**src/rtl/reg_dump_reader.sv**
```systemverilog
// ---------------------------------------------------------------------------
// reg_dump_reader
//
// Read-side master that walks a programmable, optionally wrapping range of
// register-file indices through a spare read port. It captures each value
// and streams it downstream over a valid/ready handshake, together with the
// index it came from. Architectural state can then be dumped to the debug or
// trace path without stalling the datapath.
//
// Optional feature macro: REGDUMP_PARITY_EN
//   When defined, adds output dpar, the even parity (^dout) of the captured
//   word. It is registered alongside dout.
//
// Ports
//   Clk        in   system clock, rising edge
//   rst        in   asynchronous active-low reset
//   start      in   dump request, only honoured in IDLE
//   abort      in   cancel a dump in progress
//   first_reg  in   first index of the range, latched on accepted start
//   last_reg   in   last index of the range, latched on accepted start
//   ReadReg    out  registered index driven to the register-file read port
//   ReadData   in   combinational register-file data for ReadReg
//   dout       out  captured register value
//   didx       out  index of the value in dout
//   dvalid     out  dout/didx valid
//   dready     in   downstream accepts the word
//   busy       out  high in every state except IDLE
//   done       out  one-cycle pulse after the final word is accepted
//   dpar       out  parity of dout (REGDUMP_PARITY_EN only)
// ---------------------------------------------------------------------------
module reg_dump_reader #(
    parameter int DW = 32,
    parameter int AW = 5
) (
    input  logic          Clk,
    input  logic          rst,
    input  logic          start,
    input  logic          abort,
    input  logic [AW-1:0] first_reg,
    input  logic [AW-1:0] last_reg,
    output logic [AW-1:0] ReadReg,
    input  logic [DW-1:0] ReadData,
    output logic [DW-1:0] dout,
    output logic [AW-1:0] didx,
    output logic          dvalid,
    input  logic          dready,
    output logic          busy,
    output logic          done
`ifdef REGDUMP_PARITY_EN
    ,
    output logic          dpar
`endif
);

    typedef enum logic [1:0] {
        S_IDLE,
        S_READ,
        S_HOLD,
        S_DONE
    } state_t;

    state_t        state_q, state_d;
    logic [AW-1:0] cur_q, cur_d;
    logic [AW-1:0] last_q, last_d;
    logic [DW-1:0] dout_q, dout_d;
    logic [AW-1:0] didx_q, didx_d;
    logic          dvalid_q, dvalid_d;
`ifdef REGDUMP_PARITY_EN
    logic          dpar_q, dpar_d;
`endif

    logic start_ok;
    logic handshake;
    logic at_last;

    // Abort wins over start; start is otherwise honoured only in IDLE.
    assign start_ok  = start && !abort;
    assign handshake = dvalid_q && dready;
    assign at_last   = (cur_q == last_q);

    // State register.
    always_ff @(posedge Clk or negedge rst) begin
        if (!rst) begin
            state_q <= S_IDLE;
        end else begin
            state_q <= state_d;
        end
    end

    // Next-state logic.
    always_comb begin
        state_d = state_q;
        case (state_q)
            S_IDLE: begin
                if (start_ok) begin
                    state_d = S_READ;
                end
            end
            S_READ: begin
                state_d = abort ? S_IDLE : S_HOLD;
            end
            S_HOLD: begin
                if (abort) begin
                    state_d = S_IDLE;
                end else if (handshake) begin
                    state_d = at_last ? S_DONE : S_READ;
                end
            end
            S_DONE: begin
                state_d = S_IDLE;
            end
            default: begin
                state_d = S_IDLE;
            end
        endcase
    end

    // Status outputs are pure decodes of the state so that an async reset
    // clears them immediately.
    always_comb begin
        busy = (state_q != S_IDLE);
        done = (state_q == S_DONE);
    end

    // Datapath next values. cur doubles as the read-port index, so ReadReg
    // is registered and only moves on a clock edge. The increment simply
    // overflows the AW-bit counter, giving the 31 -> 0 wrap.
    always_comb begin
        cur_d    = cur_q;
        last_d   = last_q;
        dout_d   = dout_q;
        didx_d   = didx_q;
        dvalid_d = dvalid_q;
`ifdef REGDUMP_PARITY_EN
        dpar_d   = dpar_q;
`endif
        case (state_q)
            S_IDLE: begin
                if (start_ok) begin
                    cur_d  = first_reg;
                    last_d = last_reg;
                end
            end
            S_READ: begin
                if (!abort) begin
                    dout_d   = ReadData;
                    didx_d   = cur_q;
                    dvalid_d = 1'b1;
`ifdef REGDUMP_PARITY_EN
                    dpar_d   = ^ReadData;
`endif
                end
            end
            S_HOLD: begin
                if (abort) begin
                    dvalid_d = 1'b0;
                end else if (handshake) begin
                    dvalid_d = 1'b0;
                    if (!at_last) begin
                        cur_d = cur_q + AW'(1);
                    end
                end
            end
            default: begin
                dvalid_d = 1'b0;
            end
        endcase
    end

    // Datapath registers.
    always_ff @(posedge Clk or negedge rst) begin
        if (!rst) begin
            cur_q    <= '0;
            last_q   <= '0;
            dout_q   <= '0;
            didx_q   <= '0;
            dvalid_q <= 1'b0;
`ifdef REGDUMP_PARITY_EN
            dpar_q   <= 1'b0;
`endif
        end else begin
            cur_q    <= cur_d;
            last_q   <= last_d;
            dout_q   <= dout_d;
            didx_q   <= didx_d;
            dvalid_q <= dvalid_d;
`ifdef REGDUMP_PARITY_EN
            dpar_q   <= dpar_d;
`endif
        end
    end

    assign ReadReg = cur_q;
    assign dout    = dout_q;
    assign didx    = didx_q;
    assign dvalid  = dvalid_q;
`ifdef REGDUMP_PARITY_EN
    assign dpar    = dpar_q;
`endif

endmodule

```
**config.mk**
```make
export PLATFORM = sky130hd
export DESIGN_NAME = reg_dump_reader
export DESIGN_NICKNAME = d
export VERILOG_FILES = /design/src/rtl/reg_dump_reader.sv
export SDC_FILE = /design/constraint.sdc
export NUM_CORES = 1
export LEC_CHECK = 0
export ABC_AREA = 1
export CAP_MARGIN = 0
export CORE_ASPECT_RATIO = 1.1
export CORE_MARGIN = 2
export CORE_UTILIZATION = 40
export DETAILED_ROUTE_END_ITERATION = 8
export PLACE_DENSITY_LB_ADDON = 0.05
export SYNTH_ARGS = -nofsm -noshare
export SYNTH_HDL_FRONTEND = slang
export SYNTH_SLANG_ARGS = --single-unit
```
**constraint.sdc**
```tcl
create_clock -name Clk -period 1.4 [get_ports Clk]
set_input_delay 0.14 -clock Clk [delete_from_list [all_inputs] [get_ports Clk]]
set_output_delay 0.14 -clock Clk [all_outputs]
set_load 0.01 [all_outputs]
```
## Word-level counts from Yosys, hierarchy flattened

Index checks and enable logic that the tools add are counted.

| operators by class | value |
|---|---|
| add/subtract/negate cells | 1 |
| multiply operators | 0 |
| div/mod/pow operators | 0 |
| order comparisons | 0 |
| eq/ne operators | 10 |
| shift operators | 0 |
| multiplexer cells | 15 |
| bitwise operators | 2 |
| reduce and logical (&&, ||, !) cells | 11 |

Operators with widths:

| cell | number |
|---|---|
| $mux 5 | 4 |
| $mux 2 | 5 |
| $ne 2x2->1 const B | 5 |
| $pmux 5 s2 | 1 |
| $pmux 2 s4 | 1 |
| $reduce_and 2->1 | 3 |
| $add 5x1->5 const B | 1 |
| $eq 5x5->1 | 1 |
| $reduce_and 5->1 | 1 |
| $eq 2x2->1 const B | 2 |
| $reduce_bool 2->1 | 2 |
| $mux 1 | 3 |
| $ne 3x3->1 const B | 1 |
| $pmux 1 s3 | 1 |
| $reduce_and 3->1 | 1 |
| $eq 2x1->1 const B | 1 |
| $logic_and 1x1->1 | 2 |
| $logic_not 2->1 | 1 |
| $not 1->1 | 2 |
| $logic_not 1->1 | 1 |

| word-level totals | value |
|---|---|
| bits in registers | 50 |
| bits in latches | 0 |
| bits in writable memories | 0 |
| ROM bits | 0 |
| input port bits | 47 |
| memories | 0 |

## Logic depth before layout (Yosys ltp)

| depth | value |
|---|---|
| depth after elaboration | 5 |
| gate-level depth with buffers | 9 |
| depth with buffers taken out | 9 |

## Worst setup path after synthesis

Ideal clock, no wire load.

| path | value |
|---|---|
| path type | register to register |
| from | register cur_q[3], in the netlist ReadReg[3] |
| to | register cur_q[0], in the netlist ReadReg[0] |
| data arrival time | 1.086 ns |
| required time | 1.283 ns |
| slack | 0.197 ns |
| cell stages (with the launch flop) | 10 |
| buffers on the path | 0 |
| path through | dfrtp_1 > inv_1 > nand2_1 > nand2_1 > nor2_2 > nand3_2 > nand2_2 > nand2_4 > nand2_1 > nand2_1 |

| between the ends | value |
|---|---|
| longest elaborated chain between the ends | 3 |

RTL lines:

| element | RTL line | RTL |
|---|---|---|
| start, declared | 63 | `logic [AW-1:0] cur_q, cur_d;` |
| start signal, assigned | 182 | `cur_q <= cur_d;` |
| $eq 5x5->1 | 79 | `assign at_last = (cur_q == last_q);` |
| $ne 2x2->1 (no line) | n/a |  |
| $reduce_and 5->1 (no line) | n/a |  |

No other way between the ends.
A chain may end at the register's enable or synchronous reset.

## Worst setup path after layout

| path | value |
|---|---|
| from | register cur_q[0], in the netlist ReadReg[0] |
| to | register cur_q[1], in the netlist ReadReg[1] |

| between the ends | value |
|---|---|
| longest elaborated chain between the ends | 5 |
| elaborated cells between the ends (all ways) | 8 |
| those cells by class | add/sub (1); eq/ne (2); mux (4); reduce/logical (1) |

RTL lines:

| element | RTL line | RTL |
|---|---|---|
| $add 5x1->5 | 160 | `cur_d = cur_q + AW'(1);` |
| $mux 5 | 159 | `if (!at_last) begin` |
| $mux 5 | 157 | `end else if (handshake) begin` |
| $mux 5 | 155 | `if (abort) begin` |
| $pmux 5 s2 | 137 | `case (state_q)` |

Several ways; a longest one is shown, not always the timed one. The select of a mux whose other input is x is not followed.

==> impl_summary.txt <==
----------------------------------------------------
[Outcome]
  Status ... finished, final reports clean

[STA]
  Slew Limit Fails ... 0
  Fmax ... ~0.72 GHz
  Setup_tns ... 0 ns
  Final number of hold-violating endpoints ... 0
  Remaining max-slew budget at the tightest pin ... roughly 64%
  Setup repair after global routing missed its margin ... true
  Setup Skew ... roughly 0.012 ns
  Count of endpoints failing setup in the final report ... 0
  Final Critical Period ... around 1.4 ns
  Ratio of final minimum period to clock period ... about 100%
  Worst-margin pin slew ... about 0.54 ns

[Floorplanning]
  Overall die area ... ~6000 sq um
  Overall die height ... just over 80 microns
  Number of placed I/O pins ... 92
  CORE AREA ... 5290 sq um
  Standard-cell rows ... 28
  Initial core utilization ... about 41%
  Floorplan die width ... 73.9 microns

[Global route]
  Initial antenna violation count ... 0
  Largest net degree at the start of global routing ... 28
  Global-route wire length before repair ... around 7.5 mm
  Global routing usage summed across all routing layers ... between 10% and 20%
  Overall overflow remaining after global route ... 0
  Via count of the first global-routing pass ... about 1700

[Clocking]
  Clock root buffer ... clkbuf_8
  TritonCTS clock tree ... done
  Cts bufs inserted ... 5
  CTS clock-pin slew for the worst setup and hold paths ... approximately 0.090 ns
  Skew-Pair Late Insertion Delay ... approximately 0.3 ns
  Number of buffers between clock root and the deepest sink ... 2
  CTS Sinks ... 50
  Count of H-tree levels built during CTS ... 2

[Synth]
  Yosys warns ... 0
  Sequential share of the synthesized area ... approximately three fifths
  Simple-gate share of the synthesized area ... 12.9%
  Post-Synth XOR/XNOR Area ... 1.22%
  Unique cell type count in the Yosys netlist ... 23
  Synth top area cells ... dfrtp_1, mux2_1, nand2_1
  Largest area contributor in the netlist ... dfrtp_1
  Portion of synthesized cell area occupied by the leading cell type ... just under 60%
  Dominant combinational cell family by area after synthesis ... multiplexers
  Syn Inst Count ... 183
  Combined area of all synthesized cells ... 2150 sq um
  Synthesized Nets ... between 200 and 250
  Compound-cell area share of the yosys netlist ... under 10%
  Number of storage elements in the synthesis netlist ... 50
  Adder-cell share of the synthesized area ... less than 1%
  Mux contribution to synthesized area ... around 18%
  Post-Syn Area per Cell ... roughly 12 sq um

[Flow run]
  Max Cap Violations ... 0

[Place]
  Count of port buffers added during placement ... 91
  Cell total after placement ... approximately 360
  Final HPWL from detailed placement ... approximately 3.4 mm
  Placed instance area ... around 3200 sq um
  Placer Congestion ... 0.742

[Route]
  Routed wire length ... roughly 4.5 mm
  First DRT Iteration DRCs ... 47
  Vias after detailed routing ... about 1700
  Routed vias/inst ... 4.46
  Count of unresolved DRC violations after routing ... 0
  Count of nets left with antenna violations after detail routing ... 0
  TritonRoute pass-1 iters ... 4
  Routed length per placed instance ... ~12 microns

[Critical path]
  Element type at the critical path start ... flop
  Signal arrival time at the worst endpoint ... roughly 1.6 ns
  Category of the worst setup path capture point ... flop
  Type of the worst setup path ... flop to flop
  Maximum net fanout on the critical path ... 6
  Data required time at the worst endpoint ... roughly 1.6 ns
  Worst reg-to-reg setup slack ... 0.01 ns

[Layout]
  Layout overhead on the synthesized area ... 60.8%
  Top library cells by usage in the layout, fill and taps aside ... clkdlybuf4s50_1, dfrtp_1, mux2_1, nand2_1, inv_1
  Fill cells ... between 400 and 500
  Design area ... roughly 3500 sq um
  Number of diodes added for antenna fixing ... 0
  Most frequent standard cell in the layout excluding fill and tap cells ... clkdlybuf4s50_1
  Non-filler cells in the finished layout ... approximately 370
  Fraction of layout instances using a drive strength above 1 ... a little under a fifth
  Final Net Count ... 343

[Min path]
  Min-Delay Path Class ... input pin to asynchronous set/reset pin

[Pwr]
  Leakage power ... 1.64 nW
  Worst vdd rail ir drop ... around 0.00078 V
  Power density cells ... 1700 nW/um^2

----------------------------------------------------
-- worst max-delay path: stages, from the launching register on --
cell     delay, ns
dfrtp_2       0.44
buf_12        0.14
nor2_4        0.07
nor2_2        0.04
nor2_2        0.13
nand3_2       0.13
nand2_4       0.14
nand2_4       0.09
nand2_1       0.06
nand2_1       0.04
-- worst paths after layout --
check / startpoint / endpoint / cells past startpoint
max in group asynchronous: rst / dout[13] / 3
min in group Clk: last_reg[2] / last_q[2] / 3
setup reg to reg: ReadReg[0] / ReadReg[1] / 9
setup / recovery: ReadReg[0] / ReadReg[1] / 9
hold reg to reg: didx[3] / didx[3] / 2
hold / removal: rst / didx[1] / 2
-- layout make-up --
type                            count  area [sq um]  area share, %
Clock buffer                        6          72.6           2.10
Clock inverter                      2          13.8          0.398
Tap cell                           75          93.8           2.71
Inverter                           15          58.8           1.70
Sequential cell                    50          1250           36.3
Multi-Input combinational cell    113           837           24.2
Timing Repair Buffer              110          1130           32.6
-- sequential cells by signal (all words and copies together) (netlist names) --
| register | flops |
|---|---|
| dvalid | 1 |
| ReadReg | 5 |
| dout | 32 |
| didx | 5 |
| last_q | 5 |
| state_q | 2 |
-- report_power, final --
group,total [mW],switching [mW],internal [mW]
clock,0.815,0.462,0.353
sequential,2.37,0.322,2.05
combinational,2.68,1.07,1.61
-- what timing repair did --
item                                    in CTS  in global routing
endpoints found under the setup margin       7                 16
endpoints found under the hold margin       21                  0
gates resized for setup                     13                 23
hold buffers                                 1                  0
pin swaps                                    0                  6
setup buffers                                7                  0
-- cells by family after synthesis --
kind of cell	count (synthesis)
buffers and inverters	20
AO/OA/AOI/OAI	15
AND/OR/NAND/NOR	59
XOR/XNOR	3
multiplexers	35
flip-flops	50
adder cells (fa/ha/maj)	1
-- Yosys cell counts, drive strengths merged --
cell type / count
dfrtp: 50
nand2: 37
mux2: 35
inv: 15
nand3: 11
nor2: 11
o21ai: 9
buf: 5
a21oi: 3
xnor2: 2
a2111oi: 1
a22oi: 1
ha: 1
o211ai: 1
xor2: 1
-- metrics by stage --
| stage | total power, mW | utilization, % | hold WS [ns] | setup slack (ns) |
|---|---|---|---|---|
| floorplan | 3.45 | - | -0.156 | 0.197 |
| global placement | 4.95 | 61.1 | 0.155 | -0.0315 |
| detailed placement | 5.01 | 61.1 | 0.159 | -0.0456 |
| CTS | 5.94 | 64.4 | 0.362 | 0.00281 |
| global route | 6.30 | 65.4 | 0.393 | -0.0716 |
| finish | 5.86 | 65.4 | 0.358 | 0.0141 |
-- layer usage --
layer	routed length [microns]	vias up	track usage, %
li1	-	824	-
met1	2020	769	20.7
met2	2130	57	26.8
met3	302	6	4.47
met4	67	0	6.00
met5	0	-	0
Note: power is estimated with default switching activity, not from simulation.
